File: src/rtl/ex_div.sv
// Iterative divider for the EX stage: DIV/DIVU/REM/REMU via restoring shift-subtract, one quotient bit per cycle.
// Latency XLEN+1 cycles (1 for divide-by-zero and signed overflow); holds the stage via stall_req and holds DONE while stall_in.
module ex_div #(
  parameter int XLEN = 32
) (
  input  logic            clk,
  input  logic            rst_n,
  input  logic            start,
  input  logic [1:0]      op,
  input  logic [XLEN-1:0] rs1,
  input  logic [XLEN-1:0] rs2,
  input  logic            flush,
  input  logic            stall_in,
  output logic            stall_req,
  output logic [XLEN-1:0] result,
  output logic            result_valid
);

  localparam int CW = $clog2(XLEN + 1);

  typedef enum logic [1:0] {IDLE, BUSY, DONE} state_e;

  state_e            state_q, state_d;
  logic [CW-1:0]     cnt_q, cnt_d;
  logic [1:0]        op_q, op_d;
  logic              neg_q, neg_d;
  logic [XLEN-1:0]   quo_q, quo_d;
  logic [XLEN-1:0]   dvs_q, dvs_d;
  logic [XLEN:0]     rem_q, rem_d;
  logic [XLEN-1:0]   result_q, result_d;

  logic              is_signed, rs1_neg, rs2_neg, div_zero, sgn_ovf, special, accept, last_step;
  logic [XLEN-1:0]   mag1, mag2, special_res, quo_step, raw_res, fixed_res;
  logic [XLEN+1:0]   shifted;
  logic [XLEN:0]     rem_step;
  logic              q_bit;

  assign is_signed = ~op[0];
  assign rs1_neg   = is_signed & rs1[XLEN-1];
  assign rs2_neg   = is_signed & rs2[XLEN-1];
  assign mag1      = rs1_neg ? -rs1 : rs1;
  assign mag2      = rs2_neg ? -rs2 : rs2;
  assign div_zero  = (rs2 == '0);
  assign sgn_ovf   = is_signed & (rs1 == {1'b1, {(XLEN-1){1'b0}}}) & (rs2 == '1);
  assign special   = div_zero | sgn_ovf;
  assign accept    = (state_q == IDLE) & start & ~flush;
  assign last_step = (state_q == BUSY) & (cnt_q == CW'(1));

  always_comb begin
    special_res = '0;
    if (div_zero) special_res = op[1] ? rs1 : '1;
    else          special_res = op[1] ? '0  : rs1;
  end

  // rem_q[XLEN] stays 0 (remainder < divisor); widening keeps the compare exact
  assign shifted   = {rem_q, quo_q[XLEN-1]};
  assign q_bit     = (shifted >= {2'b00, dvs_q});
  assign rem_step  = q_bit ? (XLEN+1)'(shifted - {2'b00, dvs_q}) : shifted[XLEN:0];
  assign quo_step  = {quo_q[XLEN-2:0], q_bit};
  assign raw_res   = op_q[1] ? rem_step[XLEN-1:0] : quo_step;
  assign fixed_res = neg_q ? -raw_res : raw_res;

  always_ff @(posedge clk or negedge rst_n) begin
    if (!rst_n) state_q <= IDLE;
    else        state_q <= state_d;
  end

  always_comb begin
    state_d = state_q;
    case (state_q)
      IDLE:    if (start) state_d = special ? DONE : BUSY;
      BUSY:    if (cnt_q == CW'(1)) state_d = DONE;
      DONE:    if (!stall_in) state_d = IDLE;
      default: state_d = IDLE;
    endcase
    if (flush) state_d = IDLE;
  end

  always_comb begin
    stall_req    = ~flush & (((state_q == IDLE) & start) | (state_q == BUSY));
    result_valid = (state_q == DONE);
  end

  always_comb begin
    cnt_d    = cnt_q;
    op_d     = op_q;
    neg_d    = neg_q;
    quo_d    = quo_q;
    dvs_d    = dvs_q;
    rem_d    = rem_q;
    result_d = result_q;
    if (accept) begin
      cnt_d = CW'(XLEN);
      op_d  = op;
      neg_d = op[1] ? rs1_neg : (rs1_neg ^ rs2_neg);
      quo_d = mag1;
      dvs_d = mag2;
      rem_d = '0;
      if (special) result_d = special_res;
    end else if ((state_q == BUSY) && !flush) begin
      cnt_d = cnt_q - CW'(1);
      quo_d = quo_step;
      rem_d = rem_step;
      if (last_step) result_d = fixed_res;
    end
  end

  always_ff @(posedge clk or negedge rst_n) begin
    if (!rst_n) begin
      cnt_q    <= '0;
      op_q     <= '0;
      neg_q    <= 1'b0;
      quo_q    <= '0;
      dvs_q    <= '0;
      rem_q    <= '0;
      result_q <= '0;
    end else begin
      cnt_q    <= cnt_d;
      op_q     <= op_d;
      neg_q    <= neg_d;
      quo_q    <= quo_d;
      dvs_q    <= dvs_d;
      rem_q    <= rem_d;
      result_q <= result_d;
    end
  end

  assign result = result_q;

endmodule

File: config.mk
export PLATFORM = sky130hd
export DESIGN_NAME = ex_div
export DESIGN_NICKNAME = d
export VERILOG_FILES = /design/src/rtl/ex_div.sv
export SDC_FILE = /design/constraint.sdc
export NUM_CORES = 1
export LEC_CHECK = 0
export BUFFER_PORTS_ARGS = -buffer_cell sky130_fd_sc_hd__buf_2
export CAP_MARGIN = 20
export CORE_MARGIN = 10
export CORE_UTILIZATION = 29
export CTS_CLUSTER_SIZE = 28
export DETAILED_ROUTE_END_ITERATION = 16
export GPL_TIMING_DRIVEN = 0
export PLACE_DENSITY = 0.58
export SLEW_MARGIN = 0
export SYNTH_ARGS = -nofsm -noshare
export SYNTH_HDL_FRONTEND = slang
export SYNTH_SLANG_ARGS = --single-unit
File: constraint.sdc
create_clock -name clk -period 5.1 [get_ports clk]
set_clock_uncertainty 0.1 [all_clocks]
set_input_delay 0.51 -clock clk [delete_from_list [all_inputs] [get_ports clk]]
set_output_delay 0.51 -clock clk [all_outputs]
set_load 0.01 [all_outputs]
Yosys cells after proc, flatten, opt, wreduce, memory -nomap -nowiden
Index checks and enable logic that the tools add are counted.
{"block": "classes", "addsub": 5, "magnitude_cmp": 1, "n_eq_ne": 9, "muxes": 25, "n_bitwise": 13, "n_reduce_logical": 8}
{"cell": "$mux 32", "n": 13}
{"cell": "$mux 33", "n": 3}
{"cell": "$neg 32->32", "n": 3}
{"cell": "$eq 32x32->1 const B", "n": 2}
{"cell": "$ge 34x32->1", "n": 1}
{"cell": "$sub 33x32->33", "n": 1}
{"cell": "$logic_not 32->1", "n": 1}
{"cell": "$mux 6", "n": 2}
{"cell": "$mux 2", "n": 5}
{"cell": "$and 1x1->1", "n": 8}
{"cell": "$eq 6x1->1 const B", "n": 1}
{"cell": "$ne 3x3->1 const B", "n": 2}
{"cell": "$pmux 2 s3", "n": 1}
{"cell": "$reduce_and 3->1", "n": 2}
{"cell": "$sub 6x1->6 const B", "n": 1}
{"cell": "$reduce_bool 2->1", "n": 2}
{"cell": "$ne 3x2->1 const B", "n": 1}
{"cell": "$eq 2x1->1 const B", "n": 1}
{"cell": "$eq 2x2->1 const B", "n": 1}
{"cell": "$logic_not 2->1", "n": 1}
{"cell": "$ne 2x2->1 const B", "n": 1}
{"cell": "$not 1->1", "n": 2}
{"cell": "$or 1x1->1", "n": 2}
{"cell": "$logic_and 1x1->1", "n": 1}
{"cell": "3 further kinds", "n": 3}
{"block": "word_totals", "reg_bits": 140, "in_bits": 71, "out_inout_bits": 34, "elab_cells": 69}

Depth between registers and ports, before layout
{"block": "logic_depth", "word_depth": 8, "depth_mapped": 22, "ltp_nobuf": 19}

Worst setup path after synthesis
Ideal clock, no wire load.
{"block": "synth_path", "kind": "register -> register", "from": "register quo_q[31]", "to": "register result_q[28], in the netlist result[28]", "setup_ps": 131, "arrival_time_ps": 5079, "t_required_ps": 4869, "setup_slack_ps": -210, "stages_incl_launch_ff": 23, "path_buffers": 3, "synth_period_minus_slack_ps": 5310, "cell_sequence": "dfrtp_1 > inv_1 > ha_1 > inv_1 > fa_1 > a21o_1 > a221oi_4 > a211oi_4 > o311a_1 > nor2_4 > buf_2 > buf_1 > clkbuf_1 > mux2i_1 > nand2_1 > o21ai_0 > ha_1 > o2111ai_1 > or4_4 > or2_4 > o31ai_4 > xor2_1 > o21ai_1"}
{"block": "synth_via", "elab_chain_cells": 8, "word_cells_on_any_way": 9, "cone_classes": "add/sub (2); order compare (1); mux (6)"}
{"item": "start: declaration", "line_no": "27", "rtl": "logic [XLEN-1:0] quo_q, quo_d;"}
{"item": "start signal: assignment", "line_no": "121", "rtl": "quo_q <= quo_d;"}
{"item": "$sub 33x32->33 / $ge 34x32->1 (equally long branches)", "line_no": "58, 57"}
{"item": "$mux 33", "line_no": "58", "rtl": "assign rem_step = q_bit ? (XLEN+1)'(shifted - {2'b00, dvs_q}) : shifted[XLEN:0];"}
{"item": "$mux 32 *", "line_no": "60", "rtl": "assign raw_res = op_q[1] ? rem_step[XLEN-1:0] : quo_step;"}
{"item": "$neg 32->32", "line_no": "61", "rtl": "assign fixed_res = neg_q ? -raw_res : raw_res;"}
{"item": "$mux 32 *", "line_no": "61"}
{"item": "$mux 32 *", "line_no": "104", "rtl": "if (last_step) result_d = fixed_res;"}
{"item": "$mux 32 *", "line_no": "100", "rtl": "end else if ((state_q == BUSY) && !flush) begin"}
{"item": "$mux 32 *", "line_no": "92", "rtl": "if (accept) begin"}
{"item": "end signal: assignment", "line_no": "124", "rtl": "result_q <= result_d;"}
{"item": "end: declaration", "line_no": "30", "rtl": "logic [XLEN-1:0] result_q, result_d;"}
Mark *: on every way between the ends. The rest lies on a longest branch, timed or not. The select of a mux whose other input is x is not followed.
A chain may end at the register's enable or synchronous reset.

Worst setup path in the final report
Same ends and word-level chain as after synthesis.

==> run_results.csv <==
group,metric,value,unit
place,place_congestion,0.938,
critical_path,cp_data_arrival_time,5.24,ns
global_route,grt_overflow,0,
critical_path,crit_chain,"inv_4 -> ha_1 -> inv_1 -> fa_2 -> a21o_1 -> a221oi_4 -> a211oi_4 -> o311a_1 -> nor2_4 -> buf_12 -> mux2i_4 -> nand2_1 -> o21ai_2 -> ha_2 -> o2111ai_4 -> or4_4 -> or2_4 -> o31ai_4 -> xor2_2 -> o21ai_1",
synth,yosysSeqAreaShare,31.3,%
min_path,hold_class,"in -> reg",
cells_and_area,instances_no_fill,2109,
route,wl,43.9,mm
die,die_h,216,um
sta,tightest_slew,1.12,ns
sta,hold_violations,0,
pwr,ir_worst_vdd,0.279,mV
sta,finalWorstSetupSlack,0.0656,ns
global_route,grt_max_degree,77,
route,postRouteAntennaNets,0,
synth,syn_area,0.0111,sq mm
critical_path,max_stage_delay,0.59,ns
cts,clk_path_buf_depth,2,
run_status,status,"complete, no violations",
sta,setup_violations,0,
synth,synth_xor_area_share,8.67,%
global_route,grt_usage,18.3,%
cells_and_area,fill_cells,3995,
synth,syn_nets,1561,
synth,synth_cells,1451,
critical_path,end_kind,"flip-flop",
critical_path,r2r_slack,0.07,ns
critical_path,required,5.30,ns
critical_path,critPathBufInv,3,
synth,synthAdderAreaFrac,4.46,%
cells_and_area,seq_area,0.00348,sq mm
sta,slew_headroom,24.4,%
critical_path,critical-path-top-delay-family,"compound AO/OA/AOI/OAI gates",
cells_and_area,final_common_cell,"nand2_1",
cts,cts_root_buf,"clkbuf_16",
critical_path,worstSetupPathType,"reg -> reg",
critical_path,path_max_fanout,14,
flow_run,cap_violations,0,
synth,synth_top_family_by_area,"compound AO/OA/AOI/OAI gates",
cells_and_area,drive_gt1_share,13.0,%
synth,synth_edf_count,0,
cts,cts_buffers,17,
route,firstDrtPassIters,6,
sta,tns,0,ns
pwr,p_leak,5.65,nW
synth,synth.area.mux_share,1.08,%
sta,min_period,5.03,ns
route,drc,0,
synth,avgSynthCellArea,7.66,sq um
pwr,power,7.77,mW
route,vias,11600,
global_route,antenna_found_initial,0,
cts,clk_pin_slew,0.07,ns
route,viasPerCell,5.49,
synth,synth_compound_area_share,26.8,%
die,die-area,0.0466,sq mm
die,die_w,216,um
synth,synth_warnings,0,
critical_path,slowest_stage,"or4_4",
place,pre_cts_slack,-1.51,ns
route,first_iter_violations,994,
global_route,grt_pass1_wl,66.8,mm
synth,ys_types,82,
synth,synthSimpleGateAreaFrac,22.6,%
cells_and_area,final_cell_mix,"223 x nand2_1, 149 x o21ai_0, 138 x dfrtp_1",
sta,finalMaxSlewViolations,0,
place,dp_hpwl,34.6,mm
synth,async_flop_share,100,%
sta,finalCritPeriodShare,98.7,%
place,placedCellCount,2067,
route,wl_per_cell,20.8,um
synth,synthFlopType,"dfrtp_1",
cts,h-tree-depth,4,
cts,clk_latency,0.44,ns
cells_and_area,multiInputGateArea,0.00719,sq mm
cells_and_area,antenna_cells,0,
sta,hold_slack,0.211,ns
critical_path,critPathLaunchType,"flip-flop",
die,rows,71,
sta,fmax,0.199,GHz
die,top_level_ports,105,
cts,cts_tree,"yes",
place,port_buffers,104,
die,design.core.area,0.0378,sq mm
global_route,grt_pass1_vias,11400,
cells_and_area,syn2layout_area_growth,18.7,%
die,start_util,29.4,%
pwr,powerDensity,589,mW/mm^2
synth,ys_ff_latch,139,
cells_and_area,nNetsFinal,1695,
cts,cts_sinks,139,
layout make-up:
type | count | share of cell area, %
Multi-Input combinational cell | 1166 | 54.4
Sequential cell | 139 | 26.4
Timing Repair Buffer | 117 | 5.09
Buffer | 84 | 2.76
Tap cell | 511 | 4.84
Inverter | 60 | 1.72
Clock buffer | 19 | 3.36
Clock inverter | 13 | 1.44
sequential cells by signal, summed over array words and instances (netlist names):
| signal | cells |
|---|---|
| cnt_q | 6 |
| dvs_q | 32 |
| neg_q | 1 |
| op_q | 1 |
| quo_q | 32 |
| rem_q | 33 |
| result | 32 |
| state_q | 2 |
layer usage:
layer / up-vias / part of all wire, % / global-route usage, %
li1: 5475 / - / -
met1: 5650 / 41 / 22.0
met2: 393 / 49 / 31.3
met3: 66 / 5.6 / 3.10
met4: 0 / 3.9 / 8.57
met5: - / 0 / 0
cells by family after synthesis:
family	after synthesis
AOI/OAI and AO/OA	470
xor gates and xnor gates	110
adders and majority gates	39
buffers and inverters	146
DFF	139
muxes	12
and+or+nand+nor	535
report_power, final:
part           switching (mW)  internal [mW]  total (mW)
Combinational            2.91           1.69        4.60
Clock                   0.538          0.836        1.37
Sequential              0.331           1.46        1.79
stage by stage:
stage / utilization [%] / area (sq um)
after floorplan: - / 11100
after global placement: 32.5 / 12300
after detailed placement: 32.6 / 12300
after CTS: 34.7 / 13100
after global routing: 35.0 / 13200
final: 35.0 / 13200
synth_stat cells, types with 7 or more instances:
cell        n  area [sq um]
nand2_1   223           837
o21ai_0   154           771
dfrtp_1   139          3480
nor2_1    116           435
a21oi_1   114           571
clkbuf_1   63           236
xnor2_1    63           552
inv_1      60           225
xor2_1     47           412
ha_1       38           475
nor3_1     35           175
a31oi_1    33           206
nand3_1    23           115
nand4_1    23           144
a21o_1     18           135
and2_1     17           106
a211oi_1   15           113
nor2b_1    15          93.8
nor4_1     14          87.6
o31ai_1    14           105
buf_2      13          65.1
o211ai_1   13          97.6
o221ai_1   13           114
mux2i_1    12           120
or3_1      12          75.1
and3_1     11          68.8
nand2b_1   10          62.6
o21a_1     10          75.1
a22o_1      9          78.8
buf_1       8          30.0
or2_2       7          43.8
worst paths after layout:
check                      cells after the start       from          to
setup / recovery                              20  quo_q[31]  result[28]
hold / removal                                 2   stall_in  state_q[1]
setup reg to reg                              20  quo_q[31]  result[28]
hold reg to reg                                2  dvs_q[21]   dvs_q[21]
max in group asynchronous                      3      rst_n   quo_q[20]
min in group asynchronous                      2      rst_n    dvs_q[2]
timing repair:
action,4_1_cts,5_1_grt
hold buffers,1,0
buffers inserted,5,4
pin swaps,4,11
endpoints found under the hold margin,2,0
endpoints found under the setup margin,19,18
gates cloned,1,0
resized for setup,15,22
Note: power is estimated with default switching activity, not from simulation.
